**src/rtl/ascon_pack.sv**
```systemverilog
// ascon_pack: round-count constants, FSM state type and start-index decode shared by the permutation sequencer
package ascon_pack;

    localparam logic [3:0] ROUND_START_P12 = 4'd0;
    localparam logic [3:0] ROUND_START_P8  = 4'd4;
    localparam logic [3:0] ROUND_START_P6  = 4'd6;
    localparam logic [3:0] ROUND_LAST      = 4'd11;

    typedef enum logic [1:0] {
        ST_IDLE,
        ST_FIRST,
        ST_RUN,
        ST_DONE
    } state_t;

    // 00 and 11 both select the full 12-round permutation
    function automatic logic [3:0] start_index(input logic [1:0] sel);
        return (sel == 2'b01) ? ROUND_START_P8 :
               (sel == 2'b10) ? ROUND_START_P6 : ROUND_START_P12;
    endfunction

endpackage

```
**src/rtl/permutation_sequencer_round_counter.sv**
```systemverilog
// round_counter: loadable round index that saturates at the last round and flags it
module round_counter
    import ascon_pack::*;
(
    input  logic       clock_i,
    input  logic       resetb_i,
    input  logic       clear,
    input  logic       load,
    input  logic [3:0] load_value,
    input  logic       increment,
    output logic [3:0] count,
    output logic       last
);

    assign last = (count == ROUND_LAST);

    // clear wins over load, load over increment; the index never moves past the last round
    always_ff @(posedge clock_i or negedge resetb_i) begin
        if (!resetb_i)
            count <= 4'd0;
        else if (clear)
            count <= 4'd0;
        else if (load)
            count <= load_value;
        else if (increment && !last)
            count <= count + 4'd1;
    end

endmodule

```
**src/rtl/permutation_sequencer.sv**
```systemverilog
// permutation_sequencer: Moore FSM driving round index and state-register control of an Ascon permutation (optional abort_i with PERM_SEQ_ABORT_EN)
module permutation_sequencer
    import ascon_pack::*;
(
    input  logic       clock_i,
    input  logic       resetb_i,
    input  logic       start_i,
    input  logic [1:0] nrounds_sel_i,
`ifdef PERM_SEQ_ABORT_EN
    input  logic       abort_i,
`endif
    output logic [3:0] round_o,
    output logic       input_select_o,
    output logic       ena_reg_state_o,
    output logic       busy_o,
    output logic       done_o
);

    state_t     state, state_next;
    logic       clear, load, increment, last;
    logic [3:0] count;

    round_counter u_round_counter (
        .clock_i    (clock_i),
        .resetb_i   (resetb_i),
        .clear      (clear),
        .load       (load),
        .load_value (start_index(nrounds_sel_i)),
        .increment  (increment),
        .count      (count),
        .last       (last)
    );

    // state register
    always_ff @(posedge clock_i or negedge resetb_i) begin
        if (!resetb_i)
            state <= ST_IDLE;
        else
            state <= state_next;
    end

    // next state and counter control; the round count is latched only when a start is accepted
    always_comb begin
        state_next = state;
        clear      = 1'b0;
        load       = 1'b0;
        increment  = 1'b0;
        case (state)
            ST_IDLE: begin
                if (start_i) begin
                    state_next = ST_FIRST;
                    load       = 1'b1;
                end
            end
            ST_FIRST: begin
                state_next = ST_RUN;
                increment  = 1'b1;
            end
            ST_RUN: begin
                if (last)
                    state_next = ST_DONE;
                else
                    increment = 1'b1;
            end
            ST_DONE: begin
                if (start_i) begin
                    state_next = ST_FIRST;
                    load       = 1'b1;
                end else begin
                    state_next = ST_IDLE;
                    clear      = 1'b1;
                end
            end
            default: begin
                state_next = ST_IDLE;
                clear      = 1'b1;
            end
        endcase
`ifdef PERM_SEQ_ABORT_EN
        if (abort_i && (state == ST_FIRST || state == ST_RUN)) begin
            state_next = ST_IDLE;
            clear      = 1'b1;
            increment  = 1'b0;
        end
`endif
    end

    assign round_o         = count;
    assign input_select_o  = (state == ST_FIRST);
    assign ena_reg_state_o = (state == ST_FIRST) || (state == ST_RUN);
    assign busy_o          = ena_reg_state_o;
    assign done_o          = (state == ST_DONE);

endmodule

```
**config.mk**
```make
export PLATFORM = sky130hd
export DESIGN_NAME = permutation_sequencer
export DESIGN_NICKNAME = d
export VERILOG_FILES = /design/src/rtl/ascon_pack.sv /design/src/rtl/permutation_sequencer_round_counter.sv /design/src/rtl/permutation_sequencer.sv
export SDC_FILE = /design/constraint.sdc
export NUM_CORES = 1
export LEC_CHECK = 0
export CORE_MARGIN = 2
export CORE_UTILIZATION = 35
export CTS_CLUSTER_DIAMETER = 120
export DETAILED_ROUTE_END_ITERATION = 6
export PLACE_DENSITY = 0.63
export SYNTH_ARGS = -nofsm -noshare
export SYNTH_HDL_FRONTEND = slang
export SYNTH_SLANG_ARGS = --single-unit
```
**constraint.sdc**
```tcl
create_clock -name clock_i -period 3 [get_ports clock_i]
set_clock_uncertainty 0.05 [all_clocks]
set_input_delay 0.6 -clock clock_i [delete_from_list [all_inputs] [get_ports clock_i]]
set_output_delay 0.6 -clock clock_i [all_outputs]
set_load 0.02 [all_outputs]
```
==> impl_results.md, run 1 <==
* Largest net degree at the start of global routing at 12
* Count of input and output buffers at 12
* Critical Path RT at 2.35 ns
* Peak VDD IR at 0.000624 V
* Final WS setup at 0.475 ns
* Filler cells at 139
* Post-Syn Nets at 65
* Reg-to-reg setup timing slack at 1.21 ns
* Post-synthesis sequential area ratio at 31.1%
* CTS resizes at 0
* Die H at 41.1 um
* Worst Path Buf+Inv at 2
* Max Slew Vio Count at 0
* #FFs+latches synth at 6
* Remaining DRCs at 0
* Post-layout util at 48.2%
* CTS Hold Bufs at 0
* Syn Std Cell Area at 483 um^2
* Final period utilization at 84.2%
* Most frequent cells in the layout: clkdlybuf4s50_1, ha_1, dfrtp_1, a21oi_1
* RR Startpoint: state[1]
* Max Cap Viol at 0
* Synth cell types at 25
* Final setup fails at 0
* WL per Instance at 12.4 um
* Post-route minimum period at 2.52 ns
* DR vias at 443
* I/O pin count at 13
* Status: completed
* Cells after Synth at 53
* Worst slew pin tran at 0.293 ns
* Worst-skew pair later-pin latency at 0.24 ns
* Total power at 0.000706 W
* GRT Max-Usage Layer: met2
* Pleak at 0.270 nW
* Initial DRT Pass Iterations at 4
* Core Footprint at 1300 um^2
* Worst Setup Start Kind: flip-flop
* Synth Area per Inst at 9.11 um^2
* CTS tree: yes
* Clock buffer depth at 2
* Clock sink count at 6
* Slowest stage delay, CP at 0.67 ns
* Vias/cell at 5.54
* Post-route ant nets at 0
* Worst setup EP type: output port
* Nets at 79
* RSZ-0062 raised after global routing: false
* First-pass GRT wire length at 1730 um
* Grt total ovfl at 0
* Slowest cell on crit path: clkdlybuf4s50_1
* Fin Setup TNS at 0 ns
* Delay-heaviest family, CP: buffers and inverters
* Die area at 1690 um^2
* Worst reg-to-reg path cell count at 5
* Row count at 13
* Worst-path cell chain: inv_1 -> ha_1 -> clkdlybuf4s50_1
* Initial cell density of the core at 37.1%
* Die width at 41.1 um
* Iter 0 DRT Violations at 8
* Most common cell after layout, fill and taps aside: clkdlybuf4s50_1
* Crit-path max FO at 11
* Layout area overhead at 29.8%
* Critical path class: flip-flop to output port
* Gr usage total at 16.2%
* Reg2reg end: u_round_counter.count[0]
* Slew margin rel. at 80.3%
* Root buf cell: clkbuf_4
* Vias in the first global route at 431
* Reg area at 150 um^2
* Met3 Use GR at 9.78%
* Hold Path Class: input port to async pin
* Initial antenna violation count at 0
* Total wire length at 993 um
* GP Congestion at 0.712
* Area of the multi-input gates at 304 um^2
* Ratio of cells with drive above 1 in the final layout at 7.69%
* Setup repair bufs after CTS at 0
* H-Tree Depth at 1
* Clock transition at path regs at 0.04 ns
* Final hold violations at 0
* CP Data Arrival Time at 1.87 ns
* GR Layer Usage met1 at 18.9%
* DP Worst Slack at 0.726 ns
* P per Cell Area at 1130 nW/um^2
* ANT cells at 0
* Num CTS Buffers at 3
* HPWL after detailed placement at 783 um
* M2 GR Usage at 27.0%
* Yosys warnings at 0
* Fmax at 396 MHz
## worst max path at each step
stage / depth (start not counted) / slack, ns / from / to
global route: 3 / 0.35 / state[1] / busy_o
CTS: 3 / 0.45 / state[1] / busy_o
global placement: 3 / 0.76 / state[0] / ena_reg_state_o
finish: 3 / 0.48 / state[1] / busy_o
detailed placement: 3 / 0.73 / state[1] / busy_o
floorplan: 6 / 1.24 / state[0] / u_round_counter.count[3]
## power by group
| group | switching, W | internal, W |
|---|---|---|
| logic | 0.000261 | 0.000229 |
| registers | 0.0000315 | 0.000111 |
| clock network | 0.0000280 | 0.0000452 |
## cells by family after synthesis
| family | after synthesis | share of synthesized area (%) |
|---|---|---|
| fa+ha+maj | 7 | 18.1 |
| flops | 6 | 31.1 |
| mux | 1 | 2.33 |
| buf+inv | 6 | 5.96 |
| simple gates | 18 | 22.0 |
| compound gates | 15 | 20.5 |
## stage by stage
stage / hold slack [ns] / cells / area [um^2]
final: 0.549 / 80 / 627
after floorplan: 0.254 / 53 / 483
after CTS: 0.551 / 80 / 627
after global placement: 0.525 / 77 / 604
after detailed placement: 0.541 / 77 / 604
after global routing: 0.565 / 80 / 627
## metal layers
metal,part of all wire [%],wire length (um),up-vias
met3,8.1,80,0
met4,0,0,0
met5,0,0,-
met2,45,449,18
met1,47,463,203
li1,-,-,222
## state kept, by name (all words and copies together) (netlist names)
register,flops
state,2
u_round_counter.count,4
## synth_stat cells
library cell  instances  share of area (%)
ha_1                  7                 18
dfrtp_1               6                 31
a21oi_1               4                4.1
a211oi_1              3                4.7
inv_1                 3                2.3
nor3_1                3                3.1
o21ai_0               3                3.1
a221oi_1              2                3.6
buf_2                 2                2.1
nand2_1               2                1.6
nand3b_1              2                3.1
nor2_1                2                1.6
or3_1                 2                2.6
a2bb2oi_1             1                1.8
and3_1                1                1.3
and3_2                1                1.6
and3b_1               1                1.8
buf_4                 1                1.6
mux2_2                1                2.3
nor2b_1               1                1.3
nor3b_1               1                1.6
nor4_1                1                1.3
o211ai_1              1                1.6
o21a_1                1                1.6
or2_1                 1                1.3
## worst reg2reg max path, delay by kind of cell (launching register included)
kind                     cells  cell delay (ns)
buffers and inverters        1             0.10
AO/OA/AOI/OAI                2             0.36
AND/OR/NAND/NOR              1             0.34
adder cells (fa/ha/maj)      1             0.47
flip-flops                   1             0.40
## final cells by class
type,instances,share of cell area [%]
Timing Repair Buffer,12,19.2
Clock buffer,3,3.59
Tap cell,15,2.99
Multi-Input combinational cell,41,48.5
Inverter,3,1.80
Sequential cell,6,24.0
Power figures use the tool's default switching activity.
==> inputs of run 2 (changes only) <==
--- a/config.mk
+++ b/config.mk
@@ -9,7 +9,7 @@
 export CORE_UTILIZATION = 35
 export CTS_CLUSTER_DIAMETER = 120
 export DETAILED_ROUTE_END_ITERATION = 6
-export PLACE_DENSITY = 0.63
+export PLACE_DENSITY = 0.65
 export SYNTH_ARGS = -nofsm -noshare
 export SYNTH_HDL_FRONTEND = slang
 export SYNTH_SLANG_ARGS = --single-unit
==> constraint.sdc (replaced) <==
create_clock -name clock_i -period 2 [get_ports clock_i]
set_clock_uncertainty 0.05 [all_clocks]
set_input_delay 0.4 -clock clock_i [delete_from_list [all_inputs] [get_ports clock_i]]
set_output_delay 0.4 -clock clock_i [all_outputs]
set_load 0.02 [all_outputs]
==> impl_results.md, run 2 (synthesis results as in run 1) <==
* Final WS setup at 0.166 ns
* DP Worst Slack at 0.114 ns
* Remaining DRCs at 0
* Nets at 81
* Clock sink count at 6
* Setup repair bufs after CTS at 0
* DR vias at 432
* Row count at 13
* Ratio of cells with drive above 1 in the final layout at 10.4%
* CTS tree: yes
* Iter 0 DRT Violations at 5
* Die H at 41.1 um
* Initial DRT Pass Iterations at 2
* Final hold violations at 0
* Gr usage total at 15.3%
* Initial antenna violation count at 0
* Critical Path RT at 1.55 ns
* Worst-skew pair later-pin latency at 0.25 ns
* # placed instances at 79
* Filler cells at 146
* Die area at 1690 um^2
* Grt total ovfl at 0
* Most common cell after layout, fill and taps aside: clkdlybuf4s50_1
* Core Footprint at 1300 um^2
* Crit-path max FO at 4
* HPWL after detailed placement at 803 um
* H-Tree Depth at 1
* First-pass GRT wire length at 1600 um
* Final period utilization at 91.7%
* Worst setup EP type: output port
* Worst Setup Start Kind: flip-flop
* P per Cell Area at 1640 nW/um^2
* CP Data Arrival Time at 1.38 ns
* Final setup fails at 0
* Peak VDD IR at 0.000803 V
* RSZ-0062 raised after global routing: false
* Count of input and output buffers at 12
* Most frequent cells in the layout: clkdlybuf4s50_1, ha_1, dfrtp_1, a21oi_1, dlygate4sd2_1
* Max FFs per register at 4
* Die width at 41.1 um
* Clock buffer depth at 2
* Worst slew pin tran at 0.283 ns
* Most flop-heavy register: u_round_counter.count
* Initial cell density of the core at 37.1%
* Hold Path Class: input port to async pin
* Critical path class: flip-flop to output port
* Clock transition at path regs at 0.05 ns
* Status: completed
* Root buf cell: clkbuf_4
* GP Congestion at 0.708
* Max Cap Viol at 0
* ANT cells at 0
* Largest net degree at the start of global routing at 10
* Post-route minimum period at 1.83 ns
* Fin Setup TNS at 0 ns
* Max Slew Vio Count at 0
* Fmax at 545 MHz
* Num CTS Buffers at 3
* Vias in the first global route at 386
* Vias/cell at 5.27
* Non-filler cells, final at 82
* CTS Hold Bufs at 0
* Slew margin rel. at 80.9%
* I/O pin count at 13
* Post-route ant nets at 0
* Pleak at 0.289 nW
* Total wire length at 987 um
* Largest regs: u_round_counter.count: 4 flops, state: 2 flops
* WL per Instance at 12.0 um
* Layout area overhead at 31.9%
* CTS resizes at 4
[run 2: final cells by class]
cell class / instances / area, um^2 / share of cell area (%)
clock buffers: 3 / 22.5 / 3.54
inverters: 3 / 11.3 / 1.77
multi-input cells: 41 / 304 / 47.7
flip-flops and latches: 6 / 150 / 23.6
well taps: 15 / 18.8 / 2.95
repair buffers: 14 / 130 / 20.4
[run 2: power by group]
part           switching [W]  internal, W  total, W
Sequential         0.0000388     0.000167  0.000205
Combinational       0.000396     0.000330  0.000726
Clock              0.0000450    0.0000680  0.000113
Total               0.000480     0.000565   0.00104
[run 2: worst max-delay path, cell delays in order, from the launching register on]
cell	delay [ns]
dfrtp_1	0.38
inv_1	0.11
ha_1	0.32
dlygate4sd2_1	0.33
[run 2: stage by stage]
step | total power [W] | instance area, um^2 | hold slack [ns] | utilization, %
final | 0.00104 | 637 | 0.348 | 48.9
after global routing | 0.00115 | 637 | 0.351 | 48.9
after CTS | 0.00106 | 637 | 0.347 | 48.9
after detailed placement | 0.000989 | 619 | 0.548 | 47.6
after global placement | 0.000984 | 619 | 0.537 | 47.6
after floorplan | 0.000745 | 483 | 0.0544 | -
[run 2: per-layer routing]
metal / up-vias / track usage (%) / wire, um
met5: - / 0 / 0
met4: 0 / 4.84 / 5
met3: 2 / 8.15 / 28
met2: 4 / 25.0 / 493
met1: 201 / 17.0 / 459
li1: 225 / - / -
[run 2: final timing paths]
check	from	endpoint	slack, ns	depth (start not counted)
worst max-delay path	state[0]	busy_o	0.17	3
worst min-delay path	resetb_i	u_round_counter.count[1]	0.35	1
worst max register to register	state[0]	u_round_counter.count[2]	0.28	6
worst min register to register	state[0]	state[0]	0.55	1
max in group asynchronous	resetb_i	state[0]	1.32	1
min in group clock_i	state[0]	state[0]	0.55	1
==> inputs of run 3 (changes only) <==
--- a/config.mk
+++ b/config.mk
@@ -5,11 +5,11 @@
 export SDC_FILE = /design/constraint.sdc
 export NUM_CORES = 1
 export LEC_CHECK = 0
-export CORE_MARGIN = 2
-export CORE_UTILIZATION = 35
+export CORE_AREA = 2 2 39 41
 export CTS_CLUSTER_DIAMETER = 120
 export DETAILED_ROUTE_END_ITERATION = 6
-export PLACE_DENSITY = 0.65
+export DIE_AREA = 0 0 41 43
+export PLACE_DENSITY = 0.67
 export SYNTH_ARGS = -nofsm -noshare
 export SYNTH_HDL_FRONTEND = slang
 export SYNTH_SLANG_ARGS = --single-unit
==> impl_results.md, run 3 (synthesis results as in run 1) <==
* DR vias at 443
* Remaining DRCs at 0
* Max FFs per register at 4
* Iter 0 DRT Violations at 4
* Filler cells at 151
* Critical path class: flip-flop to output port
* Ratio of cells with drive above 1 in the final layout at 10.6%
* Largest regs: u_round_counter.count: 4 flops, state: 2 flops
* Fmax at 542 MHz
* H-Tree Depth at 1
* Pleak at 0.295 nW
* WL per Instance at 11.7 um
* GP Congestion at 0.748
* Initial antenna violation count at 0
* Nets at 80
* Worst Setup Start Kind: flip-flop
* Total wire length at 962 um
* Clock buffer depth at 2
* Initial cell density of the core at 34.9%
* Max Cap Viol at 0
* Layout area overhead at 32.6%
* Gr usage total at 14.7%
* Final period utilization at 92.3%
* Die width at 41 um
* Slew margin rel. at 78.1%
* RSZ-0062 raised after global routing: false
* Worst setup EP type: output port
* Die H at 43 um
* Final setup fails at 0
* Clock sink count at 6
* Most common cell after layout, fill and taps aside: clkdlybuf4s50_1
* Root buf cell: clkbuf_4
* HPWL after detailed placement at 786 um
* Count of input and output buffers at 12
* Num CTS Buffers at 3
* Setup repair bufs after CTS at 0
* Grt total ovfl at 0
* Initial DRT Pass Iterations at 4
* DP Worst Slack at 0.0915 ns
* P per Cell Area at 1620 nW/um^2
* Most frequent cells in the layout: clkdlybuf4s50_1, ha_1, dfrtp_1, a21oi_1
* Post-route ant nets at 0
* ANT cells at 0
* Clock transition at path regs at 0.04 ns
* CP Data Arrival Time at 1.40 ns
* Row count at 14
* Post-route minimum period at 1.85 ns
* Die area at 1760 um^2
* Final hold violations at 0
* Hold Path Class: input port to async pin
* Critical Path RT at 1.55 ns
* I/O pin count at 13
* Largest net degree at the start of global routing at 10
* First-pass GRT wire length at 1720 um
* Crit-path max FO at 4
* Core Footprint at 1380 um^2
* Fin Setup TNS at 0 ns
* Peak VDD IR at 0.00110 V
* Final WS setup at 0.155 ns
* Max Slew Vio Count at 0
* Vias in the first global route at 395
* Status: completed
* CTS tree: yes
* Most flop-heavy register: u_round_counter.count
* Worst slew pin tran at 0.328 ns
* Worst-skew pair later-pin latency at 0.24 ns
* Vias/cell at 5.40
==> run 3: timing repair <==
item	CTS	global route
gates resized for setup	3	2
hold buffers	0	0
endpoints found under the setup margin	3	2
pin swaps	0	0
==> run 3: where the power goes <==
group / internal (W) / switching [W] / total [W] / leakage (nW)
registers: 0.000167 / 0.0000502 / 0.000217 / 0.0764
clock network: 0.0000677 / 0.0000415 / 0.000109 / 0.0138
logic: 0.000327 / 0.000387 / 0.000714 / 0.205
total: 0.000562 / 0.000479 / 0.00104 / 0.295
==> run 3: final cells by class <==
class	count	area (um^2)	share of cell area (%)
multi-input cells	41	310	48.4
flip-flops and latches	6	150	23.4
repair buffers	13	126	19.7
clock buffers	3	22.5	3.52
well taps	16	20.0	3.13
inverters	3	11.3	1.76
==> run 3: metrics by stage <==
stage	cell area (um^2)	util (%)	total power (W)	hold WS, ns	cells
finish	641	46.3	0.00104	0.346	82
global route	641	46.3	0.00115	0.352	82
global placement	613	44.3	0.000969	0.534	79
CTS	632	45.7	0.00105	0.347	82
detailed placement	613	44.3	0.000968	0.550	79
floorplan	483	-	0.000745	0.0544	53
==> run 3: worst paths after layout <==
| path | from | endpoint | slack [ns] | depth (start not counted) |
|---|---|---|---|---|
| min in group clock_i | u_round_counter.count[3] | u_round_counter.count[3] | 0.55 | 2 |
| worst min-delay path | resetb_i | u_round_counter.count[0] | 0.35 | 1 |
| worst min register to register | u_round_counter.count[3] | u_round_counter.count[3] | 0.55 | 2 |
| max in group asynchronous | resetb_i | state[0] | 1.34 | 1 |
| worst max-delay path | state[0] | busy_o | 0.15 | 3 |
| worst max register to register | state[0] | u_round_counter.count[2] | 0.25 | 6 |
==> run 3: critical path, stage by stage (launching register included) <==
cell and delay [ns]:
dfrtp_1 0.39, inv_1 0.11, ha_1 0.32, dlygate4sd2_1 0.34
==> run 3: layer usage <==
layer  up-vias  routed length (um)  GRT usage, %
li1        224                   -             -
met1       206                 440          18.8
met2        13                 460          20.9
met3         0                  60          7.85
met4         0                   0          4.00
met5         -                   0             0
